===== src/rtl/grid_mover_pkg.sv =====
// Shared types and defaults for the tile-grid sprite mover.
package grid_mover_pkg;

    typedef enum logic [1:0] {
        DIR_UP    = 2'd0,
        DIR_DOWN  = 2'd1,
        DIR_LEFT  = 2'd2,
        DIR_RIGHT = 2'd3
    } dir_t;

    typedef enum logic [1:0] {
        ST_IDLE       = 2'd0,
        ST_FIRST_WAIT = 2'd1,
        ST_REPEAT     = 2'd2
    } state_t;

    localparam int DEF_TILE  = 16;
    localparam int DEF_X_MAX = 640;
    localparam int DEF_Y_MAX = 480;

    // held bit order: [0]=up [1]=down [2]=left [3]=right; caller ensures a key is held
    function automatic dir_t pick_dir(input logic [3:0] held);
        if (held[0])      return DIR_UP;
        else if (held[1]) return DIR_DOWN;
        else if (held[2]) return DIR_LEFT;
        else              return DIR_RIGHT;
    endfunction

endpackage


===== src/rtl/grid_mover_key_sync.sv =====
// N-bit two-flop synchroniser; resets to all-ones so active-low keys read released.
module grid_mover_key_sync #(
    parameter int N = 4
) (
    input  logic         clk,
    input  logic         rst_n,
    input  logic [N-1:0] d,
    output logic [N-1:0] q
);

    logic [N-1:0] meta;

    always_ff @(posedge clk or negedge rst_n) begin
        if (!rst_n) begin
            meta <= '1;
            q    <= '1;
        end else begin
            meta <= d;
            q    <= meta;
        end
    end

endmodule


===== src/rtl/grid_mover.sv =====
// Key-driven tile mover: move on press, auto-repeat after a delay, clamp to screen.
module grid_mover
    import grid_mover_pkg::*;
#(
    parameter int TILE         = DEF_TILE,
    parameter int X_MAX        = DEF_X_MAX,
    parameter int Y_MAX        = DEF_Y_MAX,
    parameter int START_X      = 320,
    parameter int START_Y      = 240,
    parameter int FIRST_DELAY  = 12_500_000,
    parameter int REPEAT_DELAY = 4_000_000
) (
    input  logic       CLOCK_50,
    input  logic       reset,
    input  logic       game_state,
    input  logic       keyUp,
    input  logic       keyDown,
    input  logic       keyLeft,
    input  logic       keyRight,
    output logic [9:0] out_x,
    output logic [9:0] out_y,
    output logic [9:0] carac_leftLimit,
    output logic [9:0] carac_rightLimit,
    output logic [9:0] carac_topLimit,
    output logic [9:0] carac_bottomLimit,
    output logic       moved,
    output logic       bumped,
    output logic [1:0] dir
);

    localparam int MAX_DELAY = (FIRST_DELAY > REPEAT_DELAY) ? FIRST_DELAY : REPEAT_DELAY;
    localparam int CW        = $clog2(MAX_DELAY) + 1;
    // Loading DELAY-1 and firing at zero gives exactly DELAY cycles between moves
    localparam logic [CW-1:0] FIRST_LOAD  = CW'(FIRST_DELAY - 1);
    localparam logic [CW-1:0] REPEAT_LOAD = CW'(REPEAT_DELAY - 1);
    localparam logic [10:0]   TILE11      = 11'(TILE);
    localparam logic [10:0]   X_LIM       = 11'(X_MAX - TILE);
    localparam logic [10:0]   Y_LIM       = 11'(Y_MAX - TILE);
    localparam logic [9:0]    TILE10      = 10'(TILE);

    logic [3:0]    keys_n;
    logic [3:0]    held;
    logic          any_held;
    dir_t          sel;
    dir_t          dir_q;
    state_t        state;
    logic [CW-1:0] cnt;
    logic          armed;
    logic          restart;
    logic          fire;
    logic          ok;
    logic [9:0]    nx, ny;

    grid_mover_key_sync #(.N(4)) u_sync (
        .clk   (CLOCK_50),
        .rst_n (reset),
        .d     ({keyRight, keyLeft, keyDown, keyUp}),
        .q     (keys_n)
    );

    assign held     = ~keys_n;
    assign any_held = |held;
    assign sel      = pick_dir(held);
    assign restart  = (state == ST_IDLE) || (sel != dir_q);
    assign fire     = !game_state && armed && any_held && (restart || cnt == '0);

    // Bounds are checked one bit wider than the position so nothing can wrap
    always_comb begin
        ok = 1'b0;
        nx = out_x;
        ny = out_y;
        case (sel)
            DIR_UP: begin
                ok = {1'b0, out_y} >= TILE11;
                ny = out_y - TILE10;
            end
            DIR_DOWN: begin
                ok = ({1'b0, out_y} + TILE11) <= Y_LIM;
                ny = out_y + TILE10;
            end
            DIR_LEFT: begin
                ok = {1'b0, out_x} >= TILE11;
                nx = out_x - TILE10;
            end
            default: begin
                ok = ({1'b0, out_x} + TILE11) <= X_LIM;
                nx = out_x + TILE10;
            end
        endcase
    end

    always_ff @(posedge CLOCK_50 or negedge reset) begin
        if (!reset) begin
            out_x  <= 10'(START_X);
            out_y  <= 10'(START_Y);
            moved  <= 1'b0;
            bumped <= 1'b0;
            dir_q  <= DIR_UP;
            state  <= ST_IDLE;
            cnt    <= '0;
            armed  <= 1'b0;
        end else begin
            moved  <= 1'b0;
            bumped <= 1'b0;
            if (game_state) begin
                out_x <= 10'(START_X);
                out_y <= 10'(START_Y);
                state <= ST_IDLE;
                cnt   <= '0;
                armed <= 1'b0;
            end else if (!any_held) begin
                state <= ST_IDLE;
                cnt   <= '0;
                armed <= 1'b1;
            end else if (fire) begin
                dir_q <= sel;
                if (ok) begin
                    out_x <= nx;
                    out_y <= ny;
                    moved <= 1'b1;
                end else begin
                    bumped <= 1'b1;
                end
                if (restart) begin
                    state <= ST_FIRST_WAIT;
                    cnt   <= FIRST_LOAD;
                end else begin
                    state <= ST_REPEAT;
                    cnt   <= REPEAT_LOAD;
                end
            end else if (state != ST_IDLE) begin
                cnt <= cnt - 1'b1;
            end
        end
    end

    assign dir               = dir_q;
    assign carac_leftLimit   = out_x;
    assign carac_rightLimit  = out_x + 10'(TILE - 1);
    assign carac_topLimit    = out_y;
    assign carac_bottomLimit = out_y + 10'(TILE - 1);

endmodule


===== config.mk =====
export PLATFORM = sky130hd
export DESIGN_NAME = grid_mover
export DESIGN_NICKNAME = d
export VERILOG_FILES = /design/src/rtl/grid_mover_pkg.sv /design/src/rtl/grid_mover_key_sync.sv /design/src/rtl/grid_mover.sv
export SDC_FILE = /design/constraint.sdc
export NUM_CORES = 1
export LEC_CHECK = 0
export BUFFER_PORTS_ARGS = -buffer_cell sky130_fd_sc_hd__buf_4
export CORE_ASPECT_RATIO = 1.4
export CORE_MARGIN = 10
export CORE_UTILIZATION = 40
export DETAILED_ROUTE_END_ITERATION = 10
export PLACE_DENSITY = 0.62
export SYNTH_ARGS = -nofsm -noshare
export SYNTH_HDL_FRONTEND = slang
export SYNTH_HIERARCHICAL = 1
export SYNTH_SLANG_ARGS = --single-unit

===== constraint.sdc =====
create_clock -name CLOCK_50 -period 7.4 [get_ports CLOCK_50]
set_input_delay 0.74 -clock CLOCK_50 [delete_from_list [all_inputs] [get_ports CLOCK_50]]
set_output_delay 0.74 -clock CLOCK_50 [all_outputs]
set_load 0.01 [all_outputs]

## After elaboration in Yosys (flattened, before gate mapping)

Cells that the tools add are included.

| storage, ports and cells | value |
|---|---|
| flip-flop bits (word level) | 60 |
| output and inout port bits | 64 |
| word-level logic and storage cells | 84 |

| operators by class | value |
|---|---|
| add/sub/neg operators | 9 |
| $lt $le $gt $ge | 4 |
| eq/ne operators | 7 |
| muxes and demuxes | 33 |
| bitwise operators | 2 |
| reductions and logical operators | 19 |

Operators with widths:

| kind | number |
|---|---|
| two-way mux 25 bit | 4 |
| two-way mux 10 bit | 8 |
| case mux 10 bit (2 select lines) | 2 |
| zero test 25 bit | 1 |
| subtractor 25 x 1 -> 25 bit (second input constant) | 1 |
| two-way mux 24 bit | 1 |
| adder 10 x 5 -> 11 bit (second input constant) | 2 |
| adder 10 x 4 -> 10 bit (second input constant) | 2 |
| adder 10 x 5 -> 10 bit (second input constant) | 2 |
| >= comparator 10 x 5 -> 1 bit (second input constant) | 2 |
| subtractor 10 x 5 -> 10 bit (second input constant) | 2 |
| two-way mux 2 bit | 6 |
| <= comparator 11 x 10 -> 1 bit (second input constant) | 1 |
| <= comparator 11 x 9 -> 1 bit (second input constant) | 1 |
| two-way mux 1 bit | 11 |
| AND reduction 4 bit | 2 |
| nonzero test 2 bit | 4 |
| zero test 2 bit | 2 |
| inequality test 4 x 2 -> 1 bit (second input constant) | 1 |
| inverter 4 bit | 1 |
| OR reduction 4 bit | 1 |
| logical AND 1 bit | 3 |
| inequality test 3 x 2 -> 1 bit (second input constant) | 1 |
| case mux 1 bit (3 select lines) | 1 |
| 11 further kinds | 12 |

## Longest topological paths before layout

Gate-level depths: netlist of the first run.

| depth | value |
|---|---|
| depth after elaboration | 11 |
| depth in mapped cells | 10 |
| mapped depth without buffers | 8 |

## Modules after synthesis

The synthesis of the first run kept the hierarchy.

By module, submodules not included:

| module | times used | cells an instance | area an instance (µm²) | seq. area each (µm²) |
|---|---|---|---|---|
| grid_mover | 1 | 387 | 3328.2 | 1108.6 |
| grid_mover_key_sync | 1 | 8 | 210.2 | 210.2 |

## Worst setup path before layout of the first run

OpenSTA, ideal clock, no wires.

| timing | value |
|---|---|
| kind | in2reg |
| start point | in game_state |
| end point | reg out_x[6] (netlist: carac_leftLimit[6]) |
| arrival time | 2771 ps |
| required time | 7325 ps |
| setup slack | 4554 ps |
| cell stages on the path | 9 |
| path buffers | 3 |
| cell sequence | buf_6 -> a41oi_4 -> nand2_1 -> or4_1 -> buf_2 -> and2_4 -> buf_6 -> or4_4 -> mux2i_1 |

| between the ends | value |
|---|---|
| longest elaborated chain between the ends | 6 |
| elaborated cells between the ends (all ways) | 10 |

RTL lines:

| element | RTL line | source |
|---|---|---|
| start: declaration | grid_mover.sv:15 | `input logic game_state,` |
| zero test 1 bit | grid_mover.sv:65 | `assign fire = !game_state && armed && any_held && (restart \|\| cnt == '0);` |
| logical AND 1 bit (3 in a row) | grid_mover.sv:65 |  |
| nonzero test 2 bit (no source line) | n/a |  |
| AND reduction 4 bit (no source line) | n/a |  |
| end signal: assignment | grid_mover.sv:94 | `out_x <= 10'(START_X);` |
| end signal: assignment | grid_mover.sv:106 | `out_x <= 10'(START_X);` |
| end signal: assignment | grid_mover.sv:118 | `out_x <= nx;` |
| end: declaration | grid_mover.sv:20 | `output logic [9:0] out_x,` |

Several ways; a longest one is shown, not always the timed one.
A chain may end at the register's enable or synchronous reset.

## Worst setup path after layout of the first run

| timing | value |
|---|---|
| start point | in game_state |
| end point | reg out_y[5] (netlist: carac_topLimit[5]) |

| between the ends | value |
|---|---|
| longest elaborated chain between the ends | 6 |
| elaborated cells between the ends (all ways) | 10 |

RTL lines:

| element | RTL line | source |
|---|---|---|
| zero test 1 bit | grid_mover.sv:65 |  |
| logical AND 1 bit (3 in a row) | grid_mover.sv:65 |  |
| nonzero test 2 bit (no source line) | n/a |  |
| AND reduction 4 bit (no source line) | n/a |  |
| end signal: assignment | grid_mover.sv:95 | `out_y <= 10'(START_Y);` |
| end signal: assignment | grid_mover.sv:107 | `out_y <= 10'(START_Y);` |
| end signal: assignment | grid_mover.sv:119 | `out_y <= ny;` |
| end: declaration | grid_mover.sv:21 | `output logic [9:0] out_y,` |

Several ways; a longest one is shown, not always the timed one.

==> results of run 1 <==
-- power breakdown --
part / leakage (nW) / total, mW / internal, mW / switching (mW)
registers: 0.663 / 0.391 / 0.332 / 0.0595
clock network: 0.0712 / 0.231 / 0.135 / 0.0957
logic: 0.996 / 0.242 / 0.101 / 0.140
total: 1.73 / 0.864 / 0.568 / 0.295
-- registers in the layout (all words and copies together) (netlist names) --
signal / flops
dir: 2
bumped: 1
cnt: 25
state: 2
u_sync/meta: 4
moved: 1
carac_topLimit: 6
carac_leftLimit: 6
u_sync/q: 4
armed: 1
-- cell families (layout without fill, tap and decap cells) --
logic type | Yosys count | after routing | synth area share
AOI/OAI and AO/OA | 106 | 106 | 0.222
xor gates and xnor gates | 9 | 9 | 0.0223
DFF | 52 | 52 | 0.373
and+or+nand+nor | 120 | 120 | 0.184
buffers and inverters | 89 | 71 | 0.141
muxes | 7 | 7 | 0.0198
adders and majority gates | 10 | 10 | 0.0354
other | 2 | 24 | 0.00212
-- routing by layer --
metal  vias to the layer above  share of wire  track usage
met5                         -              0            0
met4                         0          0.024       0.0487
met3                        16          0.059       0.0362
met2                        86           0.51        0.230
met1                      1390           0.40        0.144
li1                       1386              -            -
-- metrics by stage --
stage               power, mW  cells  hold slack [ps]  utilization  instance area, um^2
floorplan               0.576    417              345            -                 3620
global placement        0.630    496              347        0.425                 3660
detailed placement      0.635    496              347        0.425                 3660
CTS                     0.872    504              357        0.442                 3810
global route            0.928    504              357        0.442                 3810
finish                  0.864    504              355        0.442                 3810
-- how the worst min path moves through the flow --
| stage | to |
|---|---|
| floorplan | u_sync/q[0] |
| global placement | u_sync/q[0] |
| detailed placement | u_sync/q[1] |
| CTS | u_sync/q[2] |
| global route | u_sync/q[1] |
| finish | u_sync/q[2] |
-- layout make-up --
type                    count  area [um^2]  share of cell area
well taps                 105          131              0.0345
clock buffers               8          146              0.0384
multi-input cells         276         1800               0.473
inverters                  17         63.8              0.0168
flip-flops and latches     52         1320               0.346
repair buffers             46          345              0.0907
-- cell usage in the layout, fill, tap and decap left out, types with 3 or more instances in the layout --
master / synthesis / final
a21oi_1: 14 / 14
a311oi_1: 3 / 3
a31oi_1: 14 / 14
a41oi_1: 9 / 9
and3_1: 3 / 3
and4_1: 4 / 4
buf_4: 40 / 46
clkbuf_16: 0 / 5
conb_1: 2 / 24
dfrtp_1: 38 / 38
dfstp_2: 14 / 14
ha_1: 10 / 10
inv_1: 17 / 17
mux2i_1: 7 / 7
nand2_1: 23 / 23
nand2b_1: 5 / 5
nand3_1: 6 / 6
nand4_1: 5 / 5
nor2_1: 29 / 29
nor2b_1: 4 / 4
nor3_1: 12 / 12
nor4_1: 10 / 10
nor4b_1: 4 / 4
o21a_1: 6 / 6
o21ai_0: 17 / 17
o22a_1: 13 / 13
xnor2_1: 3 / 3
xor2_1: 6 / 6
-- synth_stat cells, types with 5 or more instances --
cell type / count / share of area
clkbuf_1: 28 / 0.030
o21a_1: 6 / 0.013
nor2_1: 29 / 0.031
buf_4: 40 / 0.085
a21oi_1: 14 / 0.020
nor4_1: 10 / 0.018
dfrtp_1: 38 / 0.27
o21ai_0: 17 / 0.024
nand2b_1: 5 / 0.0088
nor3_1: 12 / 0.017
a31oi_1: 14 / 0.025
inv_1: 17 / 0.018
nand2_1: 23 / 0.024
a41oi_1: 9 / 0.022
dfstp_2: 14 / 0.10
nand3_1: 6 / 0.0085
mux2i_1: 7 / 0.020
ha_1: 10 / 0.035
o22a_1: 13 / 0.032
nand4_1: 5 / 0.0088
xor2_1: 6 / 0.015
==> impl_metrics.py, run 1 <==
metrics = {
    "cts": {
        "numCtsBuffers": 5,
        "post_cts_buffers": 0,
        "insertion_delay_ps": 290,
        "cts_tree": "built",
        "cts_root_buf": "clkbuf_16",
        "h-tree-depth": 2,
        "cts_sinks": 52,
        "ctsResizeCount": 0,
        "holdBufCountCts": 0,
        "clk_pin_slew_ps": 60,
        "cts_buffer_depth": 2,
    },
    "worst_setup_path": {
        "required_ps": 7590,
        "path_max_fanout": 23,
        "rr_worst_depth": 6,
        "cp-start-kind": "input pin",
        "cp_slowest_cell": "nand2_1",
        "crit_buf_inv": 1,
        "critPathKind": "in -> reg",
        "critPathArrivalTime_ps": 3110,
        "max_stage_delay_ps": 670,
        "end_kind": "register",
        "crit_chain": "buf_4, a41oi_4, nand2_1, or4_1, nand2_1, a211oi_1, nor4_1",
        "r2r-end": "carac_topLimit[5]",
        "r2r-start": "cnt[5]",
        "crit_top_cell": "nand2_1",
        "startpoint": "game_state",
        "crit_family": "simple AND/OR/NAND/NOR gates",
        "cp.depth": 7,
        "critPathCapture": "carac_topLimit[5]",
        "rrSetupSlack_ps": 4510,
    },
    "placed_design": {
        "place_ws_ps": 4190,
        "dp.final_hpwl_um": 6100,
        "io_buffer_count": 46,
        "place_congestion": 0.842,
    },
    "finish": {
        "nets": 415,
        "nFillCells": 863,
        "diodes": 0,
        "layout-drive-gt1-share": 0.188,
        "area_delta_synth_final_pct": 7.60,
    },
    "global_routing": {
        "grt_first_pass_wirelength_um": 14600,
        "globalRouteTotalUtil": 0.131,
        "grt-ovfl-total": 0,
        "antenna_found_initial": 0,
        "grt_max_degree": 53,
        "grt_pass1_vias": 2895,
    },
    "synth": {
        "synthDistinctLibCells": 65,
        "ys.flop_type": "dfrtp_1",
        "ys_ff_latch": 52,
        "synth_async_sr_flop_share": 1.00,
        "yosys_warnings": 6,
        "syn-cell-area_um2": 3540,
        "syn_inst": 395,
        "avgSynthCellArea_um2": 8.96,
        "synth-edff-count": 0,
        "yosysSeqAreaShare": 0.373,
    },
    "worst_hold_path": {
        "hp-class": "reg -> reg",
        "holdPathStages": 0,
        "min_from": "u_sync/meta[2]",
    },
    "power_and_ir_drop": {
        "peakVddDrop_mv": 0.125,
        "p_leak_nw": 1.73,
        "p_per_area_nw_per_um2": 227,
    },
    "detailed_routing": {
        "dr.pass1.iters": 4,
        "viasPerCell": 5.71,
        "drcViolationCount": 0,
        "drt-initial-drc-count": 183,
        "num_vias": 2878,
        "ant_nets": 0,
        "wirelength_um": 8550,
        "wire_per_inst_um": 17.0,
    },
    "sta": {
        "tns_ps": 0,
        "skew_ps": 6.01,
        "tightest_slew_ps": 1020,
        "setup_viol_count_final": 0,
        "final_hold_viol_count": 0,
        "min_period_over_period": 0.395,
        "rsz0062_at_grt": "false",
        "max_freq_mhz": 342,
        "worst_slack_ps": 4480,
        "relSlewSlack": 0.317,
        "drv_slew": 0,
        "layout_min_cycle_time_ps": 2920,
    },
    "floorplan": {
        "die-area_um2": 13100,
        "rows": 40,
        "die_h_um": 131,
        "die_x_um": 99.5,
        "core_um2": 8610,
        "initial_core_util": 0.411,
        "ios": 71,
    },
    "run": {
        "maxCapViolCount": 0,
    },
    "run_status": {
        "status": "complete, no violations",
    },
}
(Power assumes the default switching activity.)
==> inputs of run 2 (changes only) <==
clock period = 3 ns   (was 7.4 ns; I/O delays follow)
==> run 2 against run 1 <==
  * Setup slack got worse by 4200 ps
  * Wire length grew 4.6%
  * Sequential power is 150% higher
  * Via count increased by 0.76%
  * Critical path depth is 1 lower
  * Non-clock buffer count up 6
  * Die area stayed put
  * Utilization increased by 0.52 points
  * Power increased by 150%
  * Sequential share of layout area is 0.40 points lower
  * Clock skew decreased by 1.5 ps
  * Count of clock-buffer cells in the layout decreased by 2
  * Critical path type is now reg -> reg
  * Largest cell class unchanged
  * Largest power group unchanged
==> impl_metrics.py, run 2 (same netlist as run 1, synthesis figures left out) <==
metrics = {
    "power_and_ir_drop": {
        "p_per_area_nw_per_um2": 553,
        "p_leak_nw": 1.76,
        "peakVddDrop_mv": 0.323,
    },
    "cts": {
        "cts_sinks": 52,
        "clk_pin_slew_ps": 70,
        "insertion_delay_ps": 290,
        "h-tree-depth": 2,
        "numCtsBuffers": 5,
        "cts_buffer_depth": 2,
        "post_cts_buffers": 0,
        "cts_tree": "built",
        "ctsResizeCount": 0,
        "holdBufCountCts": 0,
        "cts_root_buf": "clkbuf_16",
    },
    "global_routing": {
        "globalRouteTotalUtil": 0.134,
        "grt_use_met2": 0.255,
        "grt_pass1_vias": 2997,
        "gr-usage-met1": 0.141,
        "grt_busiest_layer": "met2",
        "grt_first_pass_wirelength_um": 14900,
        "antenna_found_initial": 0,
        "groute.layer.met3.usage": 0.0310,
        "grt-ovfl-total": 0,
        "grt_max_degree": 53,
    },
    "floorplan": {
        "core_um2": 8610,
        "initial_core_util": 0.411,
        "ios": 71,
        "die_h_um": 131,
        "die-area_um2": 13100,
        "die_x_um": 99.5,
        "rows": 40,
    },
    "worst_setup_path": {
        "r2r-start": "cnt[4]",
        "critPathKind": "reg -> reg",
        "path_max_fanout": 37,
        "cp-start-kind": "register",
        "rrSetupSlack_ps": 240,
        "end_kind": "register",
        "r2r-end": "carac_leftLimit[6]",
        "required_ps": 3220,
        "rr_worst_depth": 6,
        "critPathArrivalTime_ps": 2970,
    },
    "run": {
        "maxCapViolCount": 0,
    },
    "finish": {
        "largest-register": "cnt",
        "utilization": 0.448,
        "layout.cells.most_common": "buf_4",
        "layout-drive-gt1-share": 0.200,
        "area_delta_synth_final_pct": 8.88,
        "stdcell_area_um2": 3850,
        "largest_register_ffs": 25,
        "final_cell_mix": "51 x buf_4, 38 x dfrtp_1, 29 x nor2_1",
        "diodes": 0,
        "nets": 421,
    },
    "detailed_routing": {
        "viasPerCell": 5.70,
        "ant_nets": 0,
        "drcViolationCount": 0,
        "dr.pass1.iters": 4,
        "wirelength_um": 8940,
        "num_vias": 2900,
        "wire_per_inst_um": 17.6,
        "drt-initial-drc-count": 159,
    },
    "sta": {
        "hold_slack_ps": 41.5,
        "setup_viol_count_final": 0,
        "tightest_slew_ps": 856,
        "relSlewSlack": 0.429,
        "skew_ps": 4.46,
        "layout_min_cycle_time_ps": 2760,
        "min_period_over_period": 0.919,
        "final_hold_viol_count": 0,
        "tns_ps": 0,
        "max_freq_mhz": 363,
        "rsz0062_at_grt": "false",
        "drv_slew": 0,
    },
    "worst_hold_path": {
        "hp-class": "in -> async",
    },
    "placed_design": {
        "place_congestion": 0.918,
        "io_buffer_count": 46,
        "dp.final_hpwl_um": 6550,
        "placed_area_um2": 3720,
    },
    "run_status": {
        "status": "complete, no violations",
    },
}
run 2: cell count changes in the layout (fill, tap and decap cells not counted):
cell      previous run  this run
buf_12               0         1
clkbuf_1             2         1
buf_4               46        51
clkinv_2             0         1
clkbuf_8             1         0
run 2: worst max-delay path: stages, from the launching register on:
cell and delay [ps]:
dfrtp_1 450, nor4_1 480, nand4b_1 150, or4_1 530, and2_4 330, or4_4 570
mux2i_1 160
run 2: worst max-delay path by stage:
stage	startpoint	slack (ps)	end
5_1_grt	u_sync/q[1]	80	cnt[7]
4_1_cts	cnt[5]	260	carac_leftLimit[6]
3_5_place_dp	cnt[5]	260	carac_leftLimit[6]
6_report	cnt[4]	240	carac_leftLimit[6]
2_1_floorplan	cnt[17]	530	carac_leftLimit[6]
3_3_place_gp	cnt[5]	340	carac_leftLimit[6]
run 2: through the flow:
stage               power [mW]  setup slack [ps]  cells
floorplan                 1.42               526    417
global placement          1.57               344    502
detailed placement        1.59               259    502
CTS                       2.14               255    509
global route              2.27              79.5    509
finish                    2.13               244    509
run 2: layer usage:
| layer | vias to the layer above | part of all wire |
|---|---|---|
| met3 | 12 | 0.056 |
| met1 | 1422 | 0.37 |
| met2 | 75 | 0.55 |
| li1 | 1391 | - |
| met5 | - | 0 |
| met4 | 0 | 0.015 |
run 2: layout make-up:
class | instances | area, um^2
clock buffer | 6 | 129
clock inverter | 1 | 5.00
fill | 865 | 4760
inverter | 17 | 63.8
multi-input combinational | 276 | 1800
sequential | 52 | 1320
tap | 105 | 131
timing repair buffer | 52 | 403
run 2: report_power, final:
group / total (mW) / switching (mW) / internal (mW)
Combinational: 0.615 / 0.354 / 0.262
Sequential: 0.966 / 0.148 / 0.819
Clock: 0.548 / 0.244 / 0.304
Total: 2.13 / 0.745 / 1.38
